File: config.mk
export PLATFORM = sky130hd
export DESIGN_NAME = hazard_ctrl
export DESIGN_NICKNAME = d
export VERILOG_FILES = /design/src/rtl/hazard_ctrl.sv
export SDC_FILE = /design/constraint.sdc
export NUM_CORES = 1
export LEC_CHECK = 0
export CAP_MARGIN = 15
export CORE_MARGIN = 8
export CORE_UTILIZATION = 37
export DETAILED_ROUTE_END_ITERATION = 7
export PLACE_DENSITY = 0.85
export RECOVER_POWER = 100
export SYNTH_ARGS = -nofsm -noshare
export SYNTH_HDL_FRONTEND = slang
export SYNTH_SLANG_ARGS = --single-unit
File: constraint.sdc
create_clock -name clk -period 4.1 [get_ports clk]
set_input_delay 0.82 -clock clk [delete_from_list [all_inputs] [get_ports clk]]
set_output_delay 0.82 -clock clk [all_outputs]
set_load 0.01 [all_outputs]
File: src/rtl/hazard_ctrl.sv
// rtl/hazard_ctrl.sv - 5-stage pipeline hazard controller (forwarding, stalls, flushes, memory-wait timeout)
// Optional performance counters are built when HAZARD_PERF_EN is defined.
module hazard_ctrl #(
    parameter int MEM_TIMEOUT = 64
) (
    input  logic        clk,
    input  logic        rst_n,
    input  logic [4:0]  rs1D,
    input  logic [4:0]  rs2D,
    input  logic [4:0]  rs1E,
    input  logic [4:0]  rs2E,
    input  logic [4:0]  RdE,
    input  logic        ResultSrcE0,
    input  logic        PCSrcE,
    input  logic [4:0]  RdM,
    input  logic [4:0]  RdW,
    input  logic        RegWriteM,
    input  logic        RegWriteW,
    input  logic        MemReqM,
    input  logic        MemReadyM,
    output logic        StallF,
    output logic        StallD,
    output logic        StallE,
    output logic        StallM,
    output logic        FlushD,
    output logic        FlushE,
    output logic        FlushW,
    output logic [1:0]  ForwardAE,
    output logic [1:0]  ForwardBE,
    output logic        Select_C,
    output logic        Select_D,
    output logic        halted,
    output logic [31:0] stall_cycles,
    output logic [31:0] flush_count
);

    typedef enum logic [1:0] {RUN, MEM_WAIT, HALT} state_t;

    state_t     state;
    logic [7:0] wait_cnt;
    logic       lw_stall;
    logic       mem_stall;

    function automatic logic [1:0] fwd_sel(input logic [4:0] rs, input logic [4:0] rd_m,
                                           input logic we_m, input logic [4:0] rd_w,
                                           input logic we_w);
        if (rs != 5'd0 && rs == rd_m && we_m)
            return 2'b10;
        else if (rs != 5'd0 && rs == rd_w && we_w)
            return 2'b01;
        else
            return 2'b00;
    endfunction

    assign lw_stall  = ResultSrcE0 && (RdE != 5'd0) && (rs1D == RdE || rs2D == RdE);
    assign mem_stall = MemReqM && !MemReadyM;

    always_comb begin
        StallF    = 1'b0;
        StallD    = 1'b0;
        StallE    = 1'b0;
        StallM    = 1'b0;
        FlushD    = 1'b1;
        FlushE    = 1'b1;
        FlushW    = 1'b1;
        ForwardAE = 2'b00;
        ForwardBE = 2'b00;
        Select_C  = 1'b0;
        Select_D  = 1'b0;
        halted    = 1'b0;
        if (rst_n) begin
            ForwardAE = fwd_sel(rs1E, RdM, RegWriteM, RdW, RegWriteW);
            ForwardBE = fwd_sel(rs2E, RdM, RegWriteM, RdW, RegWriteW);
            Select_C  = RegWriteW && (RdW != 5'd0) && (RdW == rs1D);
            Select_D  = RegWriteW && (RdW != 5'd0) && (RdW == rs2D);
            if (state == HALT || mem_stall) begin
                // Freeze the whole pipe; branch/load-use stay pending until memory finishes.
                StallF = 1'b1;
                StallD = 1'b1;
                StallE = 1'b1;
                StallM = 1'b1;
                FlushD = 1'b0;
                FlushE = 1'b0;
                FlushW = 1'b1;
                halted = (state == HALT);
            end else begin
                StallF = lw_stall;
                StallD = lw_stall;
                FlushD = PCSrcE;
                FlushE = lw_stall || PCSrcE;
                FlushW = 1'b0;
            end
        end
    end

    always_ff @(posedge clk) begin
        if (!rst_n) begin
            state    <= RUN;
            wait_cnt <= 8'd0;
        end else begin
            case (state)
                RUN: begin
                    wait_cnt <= 8'd0;
                    if (mem_stall)
                        state <= MEM_WAIT;
                end
                MEM_WAIT: begin
                    if (MemReadyM) begin
                        state    <= RUN;
                        wait_cnt <= 8'd0;
                    end else begin
                        // Completion in the timeout cycle wins because MemReadyM is tested first.
                        if (wait_cnt == 8'(MEM_TIMEOUT - 1))
                            state <= HALT;
                        wait_cnt <= wait_cnt + 8'd1;
                    end
                end
                HALT:    state <= HALT;
                default: state <= RUN;
            endcase
        end
    end

`ifdef HAZARD_PERF_EN
    logic [31:0] stall_q;
    logic [31:0] flush_q;

    always_ff @(posedge clk) begin
        if (!rst_n) begin
            stall_q <= 32'd0;
            flush_q <= 32'd0;
        end else begin
            if (StallF && stall_q != 32'hFFFF_FFFF)
                stall_q <= stall_q + 32'd1;
            if (FlushD && flush_q != 32'hFFFF_FFFF)
                flush_q <= flush_q + 32'd1;
        end
    end

    assign stall_cycles = stall_q;
    assign flush_count  = flush_q;
`else
    assign stall_cycles = 32'd0;
    assign flush_count  = 32'd0;
`endif

endmodule

---- Word level (Yosys, flattened, before mapping) ----
Index checks and enable logic that the tools add are counted.
W data, S select, Z words.
storage, ports and cells
  register bits after elaboration ......... 10
  output and inout bits ................... 78
operators by class
  add/sub/neg operators ................... 1
  eq/ne operators ......................... 13
  muxes and demuxes ....................... 25
  reductions and logical operators ........ 25
operator list
  cell                   number
  $eq A5 B5 Y1           8
  $reduce_bool A5 Y1     4
  $pmux W8 S2            1
  $mux W1                15
  $logic_and A1 B1 Y1    14
  $mux W2                7
  $add A8 B1 Y8 const B  1
  $eq A8 B6 Y1 const B   1
  $mux W8                1
  $pmux W2 S3            1
  $logic_or A1 B1 Y1     3
  $ne A3 B3 Y1 const B   1
  $eq A2 B1 Y1 const B   1
  $eq A2 B2 Y1 const B   1
  $logic_not A2 Y1       1
  $ne A2 B2 Y1 const B   1
  $reduce_and A2 Y1      1
  $reduce_bool A2 Y1     1
  $logic_not A1 Y1       1

---- Longest topological paths before layout ----
Gate-level depths: netlist of the first run.
  depth after elaboration ................. 6
  depth in mapped cells ................... 5
  mapped depth without buffers ............ 5

---- Worst setup path before layout of the first run ----
Ideal clock, no wire load.
  path type ............................... input-to-output
  start point ............................. input rs1E[1]
  end point ............................... output ForwardAE[0]
  arrival ................................. 1861 ps
  required time ........................... 3280 ps
  path slack .............................. 1419 ps
  cell stages on the path ................. 4
  buffers on the path ..................... 0
  path through ............................ or4_4 > nor2_4 > nor4_1 > nor4_2
between the ends
  word-level cells in the longest chain between the ends .. 6
  elaborated cells between the ends (all ways) .. 10
RTL lines
  what                                                       line    text
  from (decl)                                                10      input logic [4:0] rs1E,
  $eq A5 B5 Y1 / $reduce_bool A5 Y1 (equally long branches)  49, 47
  $logic_and A1 B1 Y1 (2 in a row)                           49      else if (rs != 5'd0 && rs == rd_w && we_w)
  $mux W1                                                    49
  $mux W2 *                                                  47      if (rs != 5'd0 && rs == rd_m && we_m)
  $mux W2 *                                                  71      if (rst_n) begin
  to (decl)                                                  28      output logic [1:0] ForwardAE,
Every way passes the cells marked *; elsewhere a longest branch is shown, timed or not.

---- Final worst setup path of the first run ----
  start point ............................. input rs2E[3]
  end point ............................... output ForwardBE[0]
between the ends
  word-level cells in the longest chain between the ends .. 6
  elaborated cells between the ends (all ways) .. 10
RTL lines
  what                                                       line    text
  from (decl)                                                11      input logic [4:0] rs2E,
  $eq A5 B5 Y1 / $reduce_bool A5 Y1 (equally long branches)  49, 47
  $logic_and A1 B1 Y1 (2 in a row)                           49
  $mux W1                                                    49
  $mux W2 *                                                  47
  $mux W2 *                                                  71
  to (decl)                                                  29      output logic [1:0] ForwardBE,
Marked as above.

==> impl_metrics.toml, run 1 <==
[run_status]
status = "finished clean"

[setup_path]
slowest_delay_ps = 640
crit_arrival_ps = 2950
critPathKind = "input port to output port"
crit_chain = "clkdlybuf4s50_1, or4_4, nor2_4, nor4_1, nor4_2, dlygate4sd3_1"
r2r_cells = 5
critical_path.top_delay_family = "buffers and inverters"
cp_num_buf_inv = 2
cp.required_ps = 3280
r2r_end = "wait_cnt[6]"
r2r-start = "wait_cnt[0]"
cp_max_fo = 3
slowest_stage = "dlygate4sd3_1"
r2r_slack_ps = 2860
setup.worst_path.start_class = "input port"
end_kind = "output port"

[timing]
rsz0062_at_grt = "no"
setup_violations = 0
worst_pin_slew_ps = 547.5
relSlewSlack = 0.6311
setup_ws_ps = 326.9
hold_viol = 0
period_minus_slack_ps = 3773
finalSetupTns_ps = 0
finalCritPeriodShare = 0.9203
drv_slew = 0
fmax_mhz = 265.0
finClkSkew_ps = 4.005

[final_layout]
area_delta_synth_final_pct = 25.14
drive_gt1_frac = 0.04633
num_antenna_cells = 0
final_cells = 311
nets = 304
n_fill_cell = 419

[die]
start_util = 0.3735
die_area_um2 = 6660
ioPinCount = 121
fp-row-count = 24
die_h_um = 81.61
die_x_um = 81.61
coreArea_um2 = 4264

[global_routing]
grt_use_met3 = 0.05142
grt-ovfl-total = 0
grt_usage = 0.1170
grt_use_met2 = 0.2196
grtUsageMet1 = 0.1169
grt_pass1_vias = 1462
antenna_found_initial = 0
grt_pass1_wl_um = 6341
busiest_layer = "met2"
grt_max_degree = 13

[routing]
wl_per_cell_um = 13.33
wl_um = 4147
drt_iter0_drc = 64
drtAntennaViolNets = 0
remaining_drc_errors = 0
firstDrtPassIters = 4
num_vias = 1347
viasPerCell = 4.331

[synthesis]
yosysUniqueCellTypes = 35
synth-simple-area-share = 0.2192
synth_top_family_by_area = "buffers and inverters"
synth.area.mux_share = 0
synth-xor-area-share = 0.2364
synth_fa_ha_area_frac = 0.007855
yosys.area.top_type_share = 0.3111
yosysTopAreaCell = "buf_4"
ys_warn_count = 0
ys_ff_latch = 10
synth_compound_area_frac = 0.07148
postSynthCellCount = 207
ys_top_cells_by_area = "buf_4, xor2_1, dfxtp_1"
syn_avg_cell_area_um2 = 7.695
seq_area_frac_synth = 0.1257
syn_area_um2 = 1593

[clock_network]
cts_hold_buf = 0
root_buffer = "clkbuf_8"
cts_tree = "done"
cts-htree-levels = 1
ctsResizeCount = 0
cts_buffer_depth = 2
clock_sinks = 10
cts_buffers = 3
post_cts_buffers = 0
worst_skew_pair.late_latency_ps = 240
cts.clk_slew.worst_paths_ps = 50

[run]
max_cap_viol_count = 0

[min_path]
hold-path-cell-count = 2
hold_end = "wait_cnt[5]"
min_path_type = "flip-flop to flip-flop"
min_from = "wait_cnt[5]"

[pwr]
leakage_nw = 0.8477
peakVddDrop_mv = 0.08532
powerDensity_nw_per_um2 = 189.8

[place]
gp_congestion = 0.7541
place_ws_ps = 378.5
port_buffers = 56
hpwl_um = 3648
dp.cells = 307
## cells in the final DEF (no fill, tap or decap), types with 5 or more instances in the layout
cell and n:
conb_1 64, clkdlybuf4s50_1 43, xor2_1 23, xnor2_1 20, nor2_1 13, dlygate4sd3_1 13
dfxtp_1 10, a21oi_1 7, nand4_1 5, nand2_1 5, inv_1 5, nand3_1 5
## registers in the layout (all words and copies together), names as in the netlist
signal	count
wait_cnt	8
state	2
## how the worst max path moves through the flow
stage | startpoint | end | cells after the start
4_1_cts | rs2E[3] | ForwardBE[0] | 6
5_1_grt | rs1E[3] | ForwardAE[0] | 6
3_3_place_gp | rs2E[3] | ForwardBE[0] | 6
2_1_floorplan | rs1E[1] | ForwardAE[0] | 4
6_report | rs2E[3] | ForwardBE[0] | 6
3_5_place_dp | rs2E[3] | ForwardBE[0] | 6
## power breakdown
group / internal (mW) / switching (mW) / total, mW
clock network: 0.0845 / 0.0397 / 0.124
logic: 0.0710 / 0.0819 / 0.153
registers: 0.0989 / 0.00216 / 0.101
## synthesized netlist by cell type
library cell	count
nand2_1	5
nand3b_1	1
buf_4	66
and2_2	1
nor3_1	2
and4_1	1
nor4_2	3
a221oi_1	1
nor2b_1	3
or4_1	2
o22ai_1	1
nand4b_1	2
o21ai_1	1
and2_1	3
nand4_1	5
o211ai_1	3
or4_4	2
ha_1	1
xor2_1	23
and3_1	1
o221ai_1	1
nor2_4	2
a21oi_1	7
o21ai_0	4
nand2b_1	1
clkbuf_1	6
nor4_1	3
dfxtp_1	10
nor2_1	13
xnor2_1	20
inv_1	5
conb_1	1
nand3_1	5
a22oi_1	1
nor3b_1	1
## through the flow
step                      cell area (um2)  hold slack (ps)  power [mW]  utilization
after floorplan                      1829            466.0      0.2304            -
after global placement               1944            484.5      0.2529       0.4560
after detailed placement             1944            494.3      0.2562       0.4560
after CTS                            1999            503.5      0.3832       0.4689
after global routing                 1993            557.6      0.4002       0.4674
final                                1993            502.4      0.3782       0.4674
## final cells by class
class,instances,area (um2),share of cell area
tap,52,65.06,0.03264
timing repair buffer,57,568.0,0.2850
inverter,5,18.77,0.009416
sequential,10,200.2,0.1004
clock buffer,4,55.05,0.02762
multi-input combinational,183,1086,0.5449
## per-layer routing
layer	wire length (um)	share of wire
met4	25	0.0060
met3	390	0.094
met2	2194	0.53
met5	0	0
met1	1537	0.37
## worst register-to-register path: stages (launching register included)
cell	delay, ps
dfxtp_1	390
ha_1	190
and3_1	230
nand3_1	110
xor2_1	150
nor2_1	50
## logic make-up after synthesis
kind of cell | Yosys count
xor+xnor | 43
fa+ha+maj | 1
simple gates | 56
flops | 10
other cells | 1
compound gates | 19
buf+inv | 77
Power figures use the tool's default switching activity.
==> run 2, diff against run 1 <==
--- a/config.mk
+++ b/config.mk
@@ -6,10 +6,13 @@
 export NUM_CORES = 1
 export LEC_CHECK = 0
 export CAP_MARGIN = 15
+export CELL_PAD_IN_SITES_DETAIL_PLACEMENT = 1
+export CELL_PAD_IN_SITES_GLOBAL_PLACEMENT = 2
 export CORE_MARGIN = 8
-export CORE_UTILIZATION = 37
+export CORE_UTILIZATION = 34
 export DETAILED_ROUTE_END_ITERATION = 7
-export PLACE_DENSITY = 0.85
+export DONT_BUFFER_PORTS = 1
+export PLACE_DENSITY = 0.83
 export RECOVER_POWER = 100
 export SYNTH_ARGS = -nofsm -noshare
 export SYNTH_HDL_FRONTEND = slang
==> run 2 against run 1 <==
Net effect: combinational power down 44%; largest power group is now the clock network; clock power up 4%; flip-flop and latch count unchanged; highest routed layer unchanged; critical endpoint unchanged.
==> impl_metrics.toml, run 2 (same netlist as run 1, synthesis figures left out) <==
[timing]
finalSetupTns_ps = 0
fmax_mhz = 343.8
rsz0062_at_grt = "no"
worst_pin_slew_ps = 697.8
drv_slew = 0
relSlewSlack = 0.5299
finalCritPeriodShare = 0.7094
hold_viol = 0
setup_violations = 0
period_minus_slack_ps = 2909
finClkSkew_ps = 5.953

[clock_network]
cts.clk_slew.worst_paths_ps = 50
cts_buffer_depth = 2
worst_skew_pair.late_latency_ps = 240
post_cts_buffers = 0
cts_hold_buf = 0
ctsResizeCount = 0
clock_sinks = 10
cts_tree = "done"
cts-htree-levels = 1
root_buffer = "clkbuf_8"
cts_buffers = 3

[global_routing]
grt_usage = 0.1095
grt_pass1_wl_um = 6451
grt-ovfl-total = 0
antenna_found_initial = 0
grt_max_degree = 13
grt_pass1_vias = 1321

[final_layout]
num_antenna_cells = 0
final_common_cell = "conb_1"
regMostFlops = "wait_cnt"
nets = 247
layout_common_cells = "conb_1, xor2_1, xnor2_1"
drive_gt1_frac = 0.04455
area_delta_synth_final_pct = -11.23
largest_register_ffs = 8
top_regs = "wait_cnt x8, state x2"

[die]
fp-row-count = 25
die_h_um = 84.45
ioPinCount = 121
die_area_um2 = 7131
start_util = 0.3441
coreArea_um2 = 4629
die_x_um = 84.45

[min_path]
min_path_type = "flip-flop to flip-flop"

[routing]
firstDrtPassIters = 4
drtAntennaViolNets = 0
num_vias = 1121
wl_um = 3961
wl_per_cell_um = 15.47
viasPerCell = 4.379
remaining_drc_errors = 0
drt_iter0_drc = 21

[pwr]
peakVddDrop_mv = 0.1010
powerDensity_nw_per_um2 = 222.9
leakage_nw = 0.6061
totalPowerFinal_mw = 0.3152

[run_status]
status = "finished clean"

[run]
max_cap_viol_count = 0

[place]
port_buffers = 0
hpwl_um = 3494
gp_congestion = 0.6848

[setup_path]
cp.required_ps = 3280
end_kind = "output port"
crit_arrival_ps = 2090
critPathKind = "input port to output port"
cp_max_fo = 3
setup.worst_path.start_class = "input port"
run 2: changes by cell type in the layout (fill, tap and decap cells not counted), moves of 3 or more:
cell | before | now
dlygate4sd3_1 | 13 | 0
and2_0 | 0 | 3
clkdlybuf4s50_1 | 43 | 0
and2_1 | 3 | 0
run 2: cell type report:
class,count,area (um2)
Fill cell,608,3216
Multi-Input combinational cell,183,1072
Sequential cell,10,200.2
Tap cell,54,67.56
Clock buffer,4,55.05
Inverter,5,18.77
run 2: per-layer routing:
layer  wire [um]  track usage  vias to the layer above
met1        1300      0.09188                      514
met5           0            0                        -
met4          42      0.04369                        0
li1            -            -                      548
met2        2090       0.2042                       55
met3         528      0.06537                        4
run 2: report_power, final:
group          internal, mW  leakage (nW)  switching, mW
logic                0.0306         0.497         0.0549
registers            0.0987        0.0808        0.00205
clock network        0.0849        0.0288         0.0441
total                 0.214         0.606          0.101
run 2: critical path, stage by stage:
cell and delay (ps):
or4_4 500, nor2_1 170, nor4_2 80, nor4_1 520
run 2: final timing paths:
path             endpoint        start  slack, ps  cells after the start
max          ForwardBE[0]      rs2E[3]       1190                      4
max reg2reg   wait_cnt[6]     state[0]       2750                      4
min reg2reg   wait_cnt[7]  wait_cnt[7]        520                      2
min           wait_cnt[7]  wait_cnt[7]        520                      2
run 2: metrics by stage:
step / hold WS [ps] / util / instances / setup WS (ps) / cell area (um2)
global route: 547.7 / 0.3054 / 256 / 1073 / 1414
floorplan: 466.0 / - / 270 / 1419 / 1829
CTS: 528.3 / 0.3097 / 256 / 1335 / 1434
finish: 523.8 / 0.3054 / 256 / 1191 / 1414
global placement: 483.7 / 0.2978 / 252 / 1358 / 1379
detailed placement: 508.0 / 0.2978 / 252 / 1335 / 1379
